===== src/rtl/feed_controller_if.sv =====
// feed_if: load stream and operand-memory port of the feed controller
interface feed_if #(parameter int DATA_WIDTH = 8);
  logic                  load_valid;
  logic                  load_ready;
  logic [DATA_WIDTH-1:0] load_data;
  logic                  mem_write_enable;
  logic [1:0]            mem_write_line;
  logic [1:0]            mem_write_elem;
  logic [DATA_WIDTH-1:0] mem_data_in;
  logic [3:0]            mem_read_enable;
  logic [7:0]            mem_read_elem;
  modport master (
    output load_valid, load_data,
    input  load_ready, mem_write_enable, mem_write_line, mem_write_elem, mem_data_in,
    input  mem_read_enable, mem_read_elem
  );
  modport slave (
    input  load_valid, load_data,
    output load_ready, mem_write_enable, mem_write_line, mem_write_elem, mem_data_in,
    output mem_read_enable, mem_read_elem
  );
endinterface


===== src/rtl/feed_controller.sv =====
// feed_controller: loads the 4x4 operand memory and drives a skewed diagonal read wavefront into the systolic array
module feed_controller #(
  parameter int DATA_WIDTH   = 8,
  parameter int DRAIN_CYCLES = 4
) (
  input  logic  clk,
  input  logic  rst_n,
  input  logic  start,
  output logic  busy,
  output logic  done,
  output logic  array_clear,
  output logic  array_en,
  feed_if.slave bus
);
  typedef enum logic [2:0] {IDLE, CLEAR, FEED, DRAIN, DONE} state_t;
  state_t     state, state_nxt;
  logic [3:0] cnt, cnt_nxt, ld_cnt, rd_en_nxt;
  logic [7:0] rd_elem_nxt;
  logic       hs;
  assign bus.load_ready = (state == IDLE) && !start;
  assign hs             = bus.load_valid && bus.load_ready;
  assign busy           = state != IDLE;
  assign done           = state == DONE;
  assign array_clear    = state == CLEAR;
  assign array_en       = (state == FEED) || (state == DRAIN);
  always_comb begin
    state_nxt = state;
    cnt_nxt   = cnt + 4'd1;
    case (state)
      IDLE: begin
        cnt_nxt = '0;
        if (start) state_nxt = CLEAR;
      end
      CLEAR: begin
        cnt_nxt   = '0;
        state_nxt = FEED;
      end
      FEED: if (cnt == 4'd6) begin
        cnt_nxt   = '0;
        state_nxt = DRAIN;
      end
      DRAIN: if (cnt == 4'(DRAIN_CYCLES - 1)) begin
        cnt_nxt   = '0;
        state_nxt = DONE;
      end
      default: begin
        cnt_nxt   = '0;
        state_nxt = IDLE;
      end
    endcase
  end
  // read selectors are computed from the next step so they land registered in the matching FEED cycle
  always_comb begin
    rd_en_nxt   = '0;
    rd_elem_nxt = '0;
    for (int c = 0; c < 4; c++)
      if (state_nxt == FEED && cnt_nxt >= 4'(c) && cnt_nxt <= 4'(c + 3)) begin
        rd_en_nxt[c]         = 1'b1;
        rd_elem_nxt[2*c +: 2] = 2'(cnt_nxt - 4'(c));
      end
  end
  always_ff @(posedge clk or negedge rst_n)
    if (!rst_n) begin
      state                <= IDLE;
      cnt                  <= '0;
      ld_cnt               <= '0;
      bus.mem_write_enable <= 1'b0;
      bus.mem_write_line   <= '0;
      bus.mem_write_elem   <= '0;
      bus.mem_data_in      <= '0;
      bus.mem_read_enable  <= '0;
      bus.mem_read_elem    <= '0;
    end else begin
      state                <= state_nxt;
      cnt                  <= cnt_nxt;
      bus.mem_read_enable  <= rd_en_nxt;
      bus.mem_read_elem    <= rd_elem_nxt;
      bus.mem_write_enable <= hs;
      if (hs) begin
        bus.mem_write_line <= ld_cnt[3:2];
        bus.mem_write_elem <= ld_cnt[1:0];
        bus.mem_data_in    <= bus.load_data;
      end
      ld_cnt <= (state_nxt == DONE) ? '0 : ld_cnt + 4'(hs);
    end
endmodule


===== src/flat_wrapper.sv =====
// flat-port wrapper written by rule: the top's interface ports become plain ports
module feed_controller_flat 
#(
  parameter int DATA_WIDTH   = 8,
  parameter int DRAIN_CYCLES = 4
)
  (clk, rst_n, start, busy, done, array_clear, array_en, bus_load_valid, bus_load_data, bus_load_ready, bus_mem_write_enable, bus_mem_write_line, bus_mem_write_elem, bus_mem_data_in, bus_mem_read_enable, bus_mem_read_elem);
  feed_if #(.DATA_WIDTH(DATA_WIDTH)) bus_i ();
  input  logic clk;
  input  logic rst_n;
  input  logic start;
  output logic busy;
  output logic done;
  output logic array_clear;
  output logic array_en;
  input wire logic [$bits(bus_i.load_valid)-1:0] bus_load_valid;
  input wire logic [$bits(bus_i.load_data)-1:0] bus_load_data;
  output wire logic [$bits(bus_i.load_ready)-1:0] bus_load_ready;
  output wire logic [$bits(bus_i.mem_write_enable)-1:0] bus_mem_write_enable;
  output wire logic [$bits(bus_i.mem_write_line)-1:0] bus_mem_write_line;
  output wire logic [$bits(bus_i.mem_write_elem)-1:0] bus_mem_write_elem;
  output wire logic [$bits(bus_i.mem_data_in)-1:0] bus_mem_data_in;
  output wire logic [$bits(bus_i.mem_read_enable)-1:0] bus_mem_read_enable;
  output wire logic [$bits(bus_i.mem_read_elem)-1:0] bus_mem_read_elem;
  assign bus_i.load_valid = bus_load_valid;
  assign bus_i.load_data = bus_load_data;
  assign bus_load_ready = bus_i.load_ready;
  assign bus_mem_write_enable = bus_i.mem_write_enable;
  assign bus_mem_write_line = bus_i.mem_write_line;
  assign bus_mem_write_elem = bus_i.mem_write_elem;
  assign bus_mem_data_in = bus_i.mem_data_in;
  assign bus_mem_read_enable = bus_i.mem_read_enable;
  assign bus_mem_read_elem = bus_i.mem_read_elem;
  feed_controller #(.DATA_WIDTH(DATA_WIDTH), .DRAIN_CYCLES(DRAIN_CYCLES)) u_core (.clk(clk), .rst_n(rst_n), .start(start), .busy(busy), .done(done), .array_clear(array_clear), .array_en(array_en), .bus(bus_i));
endmodule

===== config.mk =====
export PLATFORM = sky130hd
export DESIGN_NAME = feed_controller_flat
export DESIGN_NICKNAME = d
export VERILOG_FILES = /design/src/rtl/feed_controller_if.sv /design/src/rtl/feed_controller.sv /design/src/flat_wrapper.sv
export SDC_FILE = /design/constraint.sdc
export NUM_CORES = 1
export LEC_CHECK = 0
export CAP_MARGIN = 10
export CORE_ASPECT_RATIO = 1.5
export CORE_UTILIZATION = 43
export DETAILED_ROUTE_END_ITERATION = 7
export PLACE_DENSITY_LB_ADDON = 0.15
export SYNTH_ARGS = -nofsm -noshare
export SYNTH_HDL_FRONTEND = slang
export SYNTH_SLANG_ARGS = --single-unit
export TNS_END_PERCENT = 30

===== constraint.sdc =====
create_clock -name clk -period 2.3 [get_ports clk]
set_input_delay 0.23 -clock clk [delete_from_list [all_inputs] [get_ports clk]]
set_output_delay 0.23 -clock clk [all_outputs]
set_load 0.005 [all_outputs]

After elaboration in Yosys (flattened, before gate mapping)
Cells that the tools add are included.
{"block": "totals", "elab_cells": 60, "mem_count": 0, "mem_bits_rw": 0, "output_inout_bits": 30, "rom_bits": 0, "register_bits": 36, "latch_bits": 0}
{"block": "classes", "n_mux": 16, "order_cmp": 8, "bitwise_logic": 0, "n_reduce_logical": 14, "add_sub_neg": 5, "shifts": 0, "eq_ne": 8, "multipliers": 0, "div_mod_pow": 0}
{"operator": "4-bit by 3-bit <= comparator with 1-bit output, second input constant", "count": 3}
{"operator": "4-bit 2-to-1 mux", "count": 3}
{"operator": "3-bit case mux with 4 select lines", "count": 1}
{"operator": "1-bit logical AND", "count": 10}
{"operator": "3-bit by 2-bit == test with 1-bit output, second input constant", "count": 3}
{"operator": "3-bit 2-to-1 mux", "count": 3}
{"operator": "4-bit by 1-bit greater-or-equal comparator with 1-bit output, second input constant", "count": 2}
{"operator": "4-bit by 2-bit greater-or-equal comparator with 1-bit output, second input constant", "count": 2}
{"operator": "2-bit 2-to-1 mux", "count": 4}
{"operator": "4-bit case mux with 2 select lines", "count": 1}
{"operator": "3-bit == test, second input constant", "count": 2}
{"operator": "4-bit by 1-bit adder with 4-bit output", "count": 1}
{"operator": "4-bit by 1-bit adder with 4-bit output, second input constant", "count": 1}
{"operator": "4-bit by 2-bit == test with 1-bit output, second input constant", "count": 1}
{"operator": "4-bit by 3-bit == test with 1-bit output, second input constant", "count": 1}
{"operator": "4-bit by 2-bit <= comparator with 1-bit output, second input constant", "count": 1}
{"operator": "1-bit 2-to-1 mux", "count": 4}
{"operator": "2-bit subtractor, second input constant", "count": 2}
{"operator": "3-bit by 1-bit == test with 1-bit output, second input constant", "count": 1}
{"operator": "3-bit zero test", "count": 1}
{"operator": "3-bit nonzero test", "count": 1}
{"operator": "2-bit by 1-bit subtractor with 2-bit output, second input constant", "count": 1}
{"operator": "1-bit zero test", "count": 1}
{"operator": "1-bit logical OR", "count": 1}

Depth between registers and ports, before layout
{"block": "depth", "depth_word": 7, "depth_mapped": 11, "depth_no_buf": 11}

Least setup slack after synthesis
No wires, ideal clock.
{"block": "synth_timing", "path_type": "register -> register", "start": "register u_core.cnt[0]", "end": "register u_core.bus.mem_read_elem[3]", "arrival_ns": 2.028, "required_time_ns": 2.173, "slack_ns": 0.145, "period_less_slack_ns": 2.155, "path_stages_with_launch": 12, "setup_ns": 0.127, "path_buffers": 0, "cell_sequence": "dfrtp_1 inv_1 ha_1 and3b_1 nor2_2 a2bb2oi_2 nor2_1 inv_1 ha_1 or2_2 o21bai_1 nor3_1"}
{"block": "synth_between", "elab_chain_cells": 7, "word_cells_on_any_way": 16, "cone_classes": "2 x add/sub; 2 x order compare; 3 x eq/ne; 7 x mux; 2 x reduce/logical"}
{"element": "start, declared", "line_no": "feed_controller.sv:17", "source": "logic [3:0] cnt, cnt_nxt, ld_cnt, rd_en_nxt;"}
{"element": "start signal, assigned", "line_no": "feed_controller.sv:75", "source": "cnt <= cnt_nxt;"}
{"element": "4-bit by 1-bit adder with 4-bit output, or another cell as far along", "line_no": "feed_controller.sv:28", "source": "cnt_nxt = cnt + 4'd1;"}
{"element": "4-bit 2-to-1 mux, on equally long branches", "line_no": "feed_controller.sv:42, feed_controller.sv:38"}
{"element": "4-bit case mux with 2 select lines (*)", "line_no": "feed_controller.sv:29", "source": "case (state)"}
{"element": "named net u_core.cnt_nxt[1]", "line_no": "feed_controller.sv:17"}
{"element": "4-bit by 1-bit greater-or-equal comparator with 1-bit output", "line_no": "feed_controller.sv:57", "source": "if (state_nxt == FEED && cnt_nxt >= 4'(c) && cnt_nxt <= 4'(c + 3)) begin"}
{"element": "1-bit logical AND (2 in a row)", "line_no": "feed_controller.sv:57"}
{"element": "2-bit 2-to-1 mux (*)", "line_no": "feed_controller.sv:57"}
{"element": "named net u_core.rd_elem_nxt[3]", "line_no": "feed_controller.sv:18", "source": "logic [7:0] rd_elem_nxt;"}
{"element": "end signal, assigned", "line_no": "feed_controller.sv:77", "source": "bus.mem_read_elem <= rd_elem_nxt;"}
{"element": "end, declared", "line_no": "feed_controller_if.sv:20", "source": "output mem_read_enable, mem_read_elem"}
Mark *: on every way through the listed nets, which the timed path passes. The rest lies on a longest branch.
A chain may end at the register's enable or synchronous reset.

Final worst setup path
{"block": "layout_timing", "start": "register u_core.cnt[0]", "end": "register u_core.bus.mem_read_enable[2]"}
{"block": "layout_between", "elab_chain_cells": 7, "word_cells_on_any_way": 15, "cone_classes": "1 x add/sub; 2 x order compare; 3 x eq/ne; 7 x mux; 2 x reduce/logical"}
{"element": "4-bit by 1-bit adder with 4-bit output, or another cell as far along", "line_no": "feed_controller.sv:28"}
{"element": "4-bit 2-to-1 mux, or another cell as far along", "line_no": "feed_controller.sv:42", "source": "DRAIN: if (cnt == 4'(DRAIN_CYCLES - 1)) begin"}
{"element": "4-bit case mux with 2 select lines or 3-bit case mux with 4 select lines (tied branches)", "line_no": "feed_controller.sv:29"}
{"element": "4-bit by 2-bit greater-or-equal comparator with 1-bit output or 3-bit by 2-bit == test with 1-bit output (tied branches)", "line_no": "feed_controller.sv:57"}
{"element": "1-bit logical AND", "line_no": "feed_controller.sv:57"}
{"element": "1-bit logical AND (*)", "line_no": "feed_controller.sv:57"}
{"element": "1-bit 2-to-1 mux (*)", "line_no": "feed_controller.sv:57"}
{"element": "named net u_core.rd_en_nxt[2]", "line_no": "feed_controller.sv:17"}
{"element": "end signal, assigned", "line_no": "feed_controller.sv:76", "source": "bus.mem_read_enable <= rd_en_nxt;"}
{"element": "end, declared", "line_no": "feed_controller_if.sv:20"}
Marked as above.

==> impl_results.rst <==
.. list-table::
   :header-rows: 1

   * - Metric
     - Value
   * - Status
     - finished, final reports clean
   * - Final-report setup violation count
     - 0
   * - Most frequent cell on the critical path
     - ha_1
   * - Antenna diode count
     - 0
   * - Grt total ovfl
     - 0
   * - Initial core utilization
     - 0.448
   * - Maximum achievable frequency
     - roughly 460 MHz
   * - Number of maximum-capacitance violations
     - 0
   * - I/O pin cnt
     - between 40 and 50
   * - Transition time at the pin with the least slew margin
     - 594 ps
   * - Clock insertion delay at the later pin of the skew report
     - between 200 and 300 ps
   * - Net count reported at finish
     - approximately 210
   * - Gp weighted congestion
     - ~0.87
   * - Maximum net fanout on the critical path
     - 5
   * - Routed WL
     - between 3 and 4 mm
   * - Count of state elements after synthesis
     - 36
   * - Cell-by-cell trace of the critical path
     - inv_1, ha_1, and3b_1, nor2_4, o2bb2ai_1, nand2_1, buf_4, ha_1, nor3_1, or2_1, a21oi_1
   * - Mean post-synth cell area
     - around 13 um^2
   * - DIE AREA
     - ~4100 um^2
   * - Chip Width
     - 52.3 um
   * - DIE HEIGHT
     - about 77 um
   * - Clock root buffer master
     - clkbuf_8
   * - Final worst clock skew
     - roughly 5.0 ps
   * - Portion of the post-synthesis area used by sequential elements
     - 0.552
   * - Final TNS setup
     - 0 ps
   * - CTS H-tree lvls
     - 2
   * - First-pass GRT wire length
     - between 5 and 6 mm
   * - Worst rel slew slack
     - 0.602
   * - Area used by multi-input combinational logic
     - slightly below 700 um^2
   * - Top cells by area, synth
     - dfrtp_1 55%, mux2_4 8.3%, ha_1 6.1%
   * - Number of global-route vias before repair
     - ~1200
   * - Layout cell share with drive strength beyond 1
     - 0.247
   * - # DRC
     - 0
   * - Post-synthesis async set-or-reset flop share
     - 1.00
   * - Clock buffer depth
     - 2
   * - Post-route standard cell area excluding fillers
     - about 2300 um^2
   * - Antenna violations before repair
     - 0
   * - Cell family with the largest share of critical-path delay
     - simple AND/OR/NAND/NOR gates
   * - Routed length per instance
     - about 14 um
   * - Hold Vio Cnt, Final
     - 0
   * - Net count after synthesis
     - approximately 150
   * - Commonest non-fill, non-tap cell in the layout
     - clkdlybuf4s50_1
   * - Cell Area, Placed
     - 2140 um^2
   * - Worst hold-check slack
     - between 300 and 400 ps
   * - Final antenna-violating net count
     - 0
   * - Mux share of post-synthesis cell area
     - 0.110
   * - Synthesized-area fraction occupied by ao, oa, aoi and oai cells
     - 0.0774
   * - Cell taking the most area after synthesis
     - dfrtp_1
   * - Final critical-path share of the clock period
     - 0.936
   * - DRC marker count from the first detailed-route iteration
     - 15
   * - Area share of the leading cell type in the synthesized netlist
     - 0.552
   * - Combinational family with the most area after synthesis
     - simple AND/OR/NAND/NOR gates
   * - Power per standard cell area
     - between 1000 and 1500 nW/um^2
   * - Total core area
     - about 3600 um^2
   * - Area added between synthesis and finish
     - 38.8%
   * - TritonCTS Buffers
     - 5
   * - Slew Viols, Final
     - 0
   * - Largest net degree at the start of global routing
     - 37
   * - Post-layout power
     - around 3.1 mW
   * - Share of the synthesized netlist area taken by xor and xnor gates
     - 0.0215
   * - Kind of end point of the critical path
     - register
   * - Register area
     - 902 um^2
   * - Post-Synth Simple-Gate Area
     - 0.144
   * - Post-synth EDFFs
     - 0
   * - Number of hold-repair buffers added at the cts stage
     - 0
   * - Post-place setup slack
     - about 43 ps
   * - Count of buffer and inverter cells on the critical path
     - 2
   * - Layout filler cell count
     - between 200 and 300
   * - IO Port Bufs
     - a little over 40
   * - GR Util All Layers
     - 0.184
   * - WP data arrival
     - ~2300 ps
   * - Adder-Cell Fraction of Synth Area
     - 0.0613
   * - CTS clk-pin slew, worst paths
     - 70 ps
   * - Std-Cell Rows
     - 27
   * - TritonCTS Sinks
     - 36
   * - DR vias/cell
     - around 5.1
   * - Cell area after synthesis
     - between 1500 and 2000 um^2
   * - Number of warnings printed during yosys synthesis
     - 0
   * - Reg-to-reg setup timing slack
     - 150 ps
   * - Worst setup margin
     - ~150 ps
   * - Unrepaired setup endpoints after global routing
     - false
   * - Crit path kind
     - reg -> reg
   * - Post-synthesis instance total
     - around 130
   * - Delay of the slowest critical-path stage
     - about 410 ps
   * - Distinct cell type count of the synthesized netlist
     - 40
   * - Slowest cell on crit path
     - dfrtp_2
   * - Most frequently used flop master after synthesis
     - dfrtp_1
   * - Peak supply drop
     - 848 uV
   * - Worst hold path type
     - in -> async
   * - Detailed-placement wirelength estimate
     - about 2.4 mm
   * - Post-route minimum period
     - ~2200 ps
   * - Commonest non-fill, non-tap cells in the layout
     - 41 x clkdlybuf4s50_1, 35 x dfrtp_1, 14 x buf_4, 9 x nor2_1, 9 x mux2_4
   * - TritonRoute pass-1 iters
     - 4
   * - Lkg Pwr
     - approximately 1.1 nW
   * - CP Data Required Time
     - between 2000 and 2500 ps
   * - Via count
     - about 1200
   * - Kind of start point of the critical path
     - register
   * - CTS tree
     - done
[report_power, final]
part	switching [mW]	leakage [nW]	total, mW	internal [mW]
combinational	0.707	0.558	1.61	0.899
sequential	0.147	0.462	1.02	0.873
clock	0.229	0.0479	0.440	0.211
total	1.08	1.07	3.07	1.98
[through the flow]
stage | cells | util
after floorplan | 128 | -
after global placement | 218 | 0.586
after detailed placement | 218 | 0.586
after CTS | 226 | 0.610
after global routing | 229 | 0.621
final | 229 | 0.621
[repair_timing]
action / in CTS / in global routing
setup buffers: 0 / 3
resized for setup: 0 / 5
setup endpoints to repair: 0 / 6
[worst register-to-register path, stage by stage, from the launching register on]
cell,delay [ps]
dfrtp_2,410
inv_1,70
ha_1,180
and3b_1,210
nor2_4,120
o2bb2ai_1,150
nand2_1,130
buf_4,160
ha_1,220
nor3_1,150
or2_1,160
a21oi_1,60
[logic make-up (layout without fill, tap and decap cells)]
kind of cell | after synthesis | count (layout)
compound gates | 18 | 18
flops | 36 | 36
mux | 13 | 13
simple gates | 40 | 40
buf+inv | 9 | 67
xor+xnor | 4 | 4
fa+ha+maj | 8 | 8
[final timing paths]
path	from	end	depth (start not counted)
max	u_core.cnt[0]	u_core.bus.mem_read_enable[2]	11
max reg2reg	u_core.cnt[0]	u_core.bus.mem_read_enable[2]	11
min reg2reg	u_core.cnt[0]	u_core.bus.mem_read_elem[4]	1
min in group clk	u_core.cnt[0]	u_core.bus.mem_read_elem[4]	1
min	rst_n	u_core.state[1]	2
max in group asynchronous	rst_n	u_core.cnt[0]	2
[per-layer routing]
metal | track usage | wire length, um
met1 | 0.200 | 1190
met2 | 0.316 | 1840
met3 | 0.0549 | 161
met4 | 0.0789 | 57
met5 | 0 | 0
[area by class of cell]
| type | instances | area share |
|---|---|---|
| flip-flops and latches | 36 | 0.398 |
| multi-input cells | 83 | 0.305 |
| repair buffers | 55 | 0.227 |
| clock buffers | 5 | 0.0304 |
| well taps | 43 | 0.0237 |
| clock inverters | 3 | 0.00828 |
| inverters | 4 | 0.00663 |
[state kept, by name, indices dropped and copies added, names as in the netlist]
signal	flops
u_core.cnt	4
u_core.bus.mem_read_elem	8
u_core.bus.mem_write_line	2
u_core.bus.mem_write_elem	2
u_core.bus.mem_read_enable	4
u_core.ld_cnt	4
u_core.bus.mem_write_enable	1
u_core.state	3
u_core.bus.mem_data_in	8
[synthesized netlist by cell type, drive strengths merged (2+ instances only)]
cell type,count
a21oi,5
a31oi,3
buf,4
dfrtp,36
ha,8
inv,4
mux2,12
nand2,4
nand3,3
nor2,12
nor2b,5
nor3,6
nor3b,2
o21bai,2
or2,2
xnor2,2
xor2,2
Note: power is estimated with default switching activity, not from simulation.
==> RTL change, RTL diff (same settings) <==
`DATA_WIDTH` is set to 8 in 3 places; all go to 9.
--- a/src/rtl/feed_controller_if.sv
+++ b/src/rtl/feed_controller_if.sv
@@ -1,5 +1,5 @@
 // feed_if: load stream and operand-memory port of the feed controller
-interface feed_if #(parameter int DATA_WIDTH = 8);
+interface feed_if #(parameter int DATA_WIDTH = 9);
   logic                  load_valid;
   logic                  load_ready;
   logic [DATA_WIDTH-1:0] load_data;
--- a/src/rtl/feed_controller.sv
+++ b/src/rtl/feed_controller.sv
@@ -1,6 +1,6 @@
 // feed_controller: loads the 4x4 operand memory and drives a skewed diagonal read wavefront into the systolic array
 module feed_controller #(
-  parameter int DATA_WIDTH   = 8,
+  parameter int DATA_WIDTH   = 9,
   parameter int DRAIN_CYCLES = 4
 ) (
   input  logic  clk,
--- a/src/flat_wrapper.sv
+++ b/src/flat_wrapper.sv
@@ -1,7 +1,7 @@
 // flat-port wrapper written by rule: the top's interface ports become plain ports
 module feed_controller_flat 
 #(
-  parameter int DATA_WIDTH   = 8,
+  parameter int DATA_WIDTH   = 9,
   parameter int DRAIN_CYCLES = 4
 )
   (clk, rst_n, start, busy, done, array_clear, array_en, bus_load_valid, bus_load_data, bus_load_ready, bus_mem_write_enable, bus_mem_write_line, bus_mem_write_elem, bus_mem_data_in, bus_mem_read_enable, bus_mem_read_elem);
Ports: changed (resized bus_load_data and bus_mem_data_in); port bits go from 42 to 44. The function was not compared with the original's and may differ.
==> RTL change against the original RTL <==
Wire length grew 7.5%; maximum frequency is 2.2% lower; critical path depth down 2; total power increased by 0.78%; core utilization rose by 0.45 points; non-clock buffer count decreased by 1; sequential cell count is 1 higher; global-route usage increased by 0.73 points; worst setup slack worse by 49 ps; synthesized area grew 4.1%; clock skew hardly changed; cell area is 2.6% higher.
==> RTL change: results (changes against the original RTL) <==
* Status: completed
* 1st-iter DRT viols at 13 (-2)
* R2R depth at 9 (-2)
* Layout cells sized above 1 at 0.278 (+0.0308)
* Top post-synthesis cells by count: 37 x dfrtp_1, 10 x nor2_1, 9 x mux2_4, 8 x ha_1, 6 x nor3_1
* 1st-pass router iterations at 3 (-1)
* Routability congestion estimate from global placement at 0.849 (-2.3%)
* Final nets at 207 (+0.98%)
* CTS Buf Count at 5 (unchanged)
* Overall Global Routing Usage at 0.191 (+0.00731)
* Regs by FF count: u_core.bus.mem_data_in: 9 flops, u_core.bus.mem_read_elem: 8 flops
* WL final at 3490 µm (+7.5%)
* H-tree depth at 2 (unchanged)
* Slowest stage delay, CP at 420 ps
* Met2 routed WL at 1930 µm (+4.6%)
* Port Buffers at 43 (+4.9%)
* Met3 usage at 0.0364 (-0.0185)
* Skew final at 4.57 ps (-0.450 ps)
* Mapped Nets at 151 (+2.0%)
* Switch Pwr at 1100 µW (+1.2%)
* Critical-path top delay cell: dfrtp_1
* Vias in the first global route at 1,315 (+14%)
* Synth Area in Compound Gates at 0.0743 (-0.00308)
* Layout fillers at 297 (-0.34%)
* Critical Path AT at 2350 ps (+40 ps)
* Hpwl dp at 2610 µm (+6.9%)
* Adder-cell area share of the yosys netlist at 0.0589 (-0.00244)
* Worst-path fanout max at 5 (unchanged)
* Tightest Pin Transition at 516 ps (-78.6 ps)
* XOR/XNOR share of the synthesized area at 0.0206 (-0.000853)
* GRT met1 Usage at 0.195 (-0.00426)
* Met1 WL at 1350 µm (+14%)
* Distinct cells, synth at 39 (-2.5%)
* Sequential area share after synthesis at 0.545 (-0.00721)
* First-pass GRT wire length at 5780 µm (+7.4%)
* Post-synthesis mux area share at 0.112 (+0.00227)
* R2r setup slk at 100 ps (-50 ps)
* LEAKAGE at 0.00109 µW (+2.0%)
* Post-CTS setup buffers at 2 (+2)
* Largest net degree at the start of global routing at 38 (+2.7%)
* Cell internal pwr at 1990 µW (+0.56%)
* Ranking of synthesized cells by area: dfrtp_1 54%, mux2_4 7.9%, ha_1 5.9%
* Met3 WL at 143 µm (-11%)
* Clock Tree Buf Depth at 2 (unchanged)
* Peak VDD IR at 0.000854 V (+0.66%)
==> RTL change: metrics by stage <==
stage	worst slack [ps]	TNS (ps)	std cells	hold WS [ps]	instance area [µm²]
2_1_floorplan	143	0	130	-65.6	1700
3_3_place_gp	-27.7	-27.7	220	489	2200
3_5_place_dp	-63.4	-84.5	220	493	2200
4_1_cts	11.3	0	230	387	2300
5_1_grt	2.81	0	230	412	2320
6_report	97.7	0	230	376	2320
==> RTL change: final cells by class <==
| type | instances | share of cell area |
|---|---|---|
| inverters | 4 | 0.00646 |
| clock buffers | 5 | 0.0296 |
| well taps | 43 | 0.0231 |
| multi-input cells | 84 | 0.314 |
| clock inverters | 3 | 0.00753 |
| flip-flops and latches | 37 | 0.398 |
| repair buffers | 54 | 0.221 |
==> RTL change: cells by family after synthesis <==
logic type	after synthesis
AO/OA/AOI/OAI	18
AND/OR/NAND/NOR	40
flip-flops	37
buffers and inverters	9
adder cells (fa/ha/maj)	8
multiplexers	14
XOR/XNOR	4
==> RTL change: path summary, 6_finish.rpt <==
| path | startpoint | to |
|---|---|---|
| min in group clk | u_core.bus.mem_write_line[1]$_DFFE_PN0P_ | u_core.bus.mem_write_line[1]$_DFFE_PN0P_ |
| worst max register to register | u_core.cnt[1]$_DFF_PN0_ | u_core.bus.mem_read_elem[2]$_DFF_PN0_ |
| worst min-delay path | rst_n | u_core.ld_cnt[2]$_DFF_PN0_ |
| worst max-delay path | u_core.cnt[1]$_DFF_PN0_ | u_core.bus.mem_read_elem[2]$_DFF_PN0_ |
| worst min register to register | u_core.bus.mem_write_line[1]$_DFFE_PN0P_ | u_core.bus.mem_write_line[1]$_DFFE_PN0P_ |
| max in group asynchronous | rst_n | u_core.bus.mem_read_elem[3]$_DFF_PN0_ |
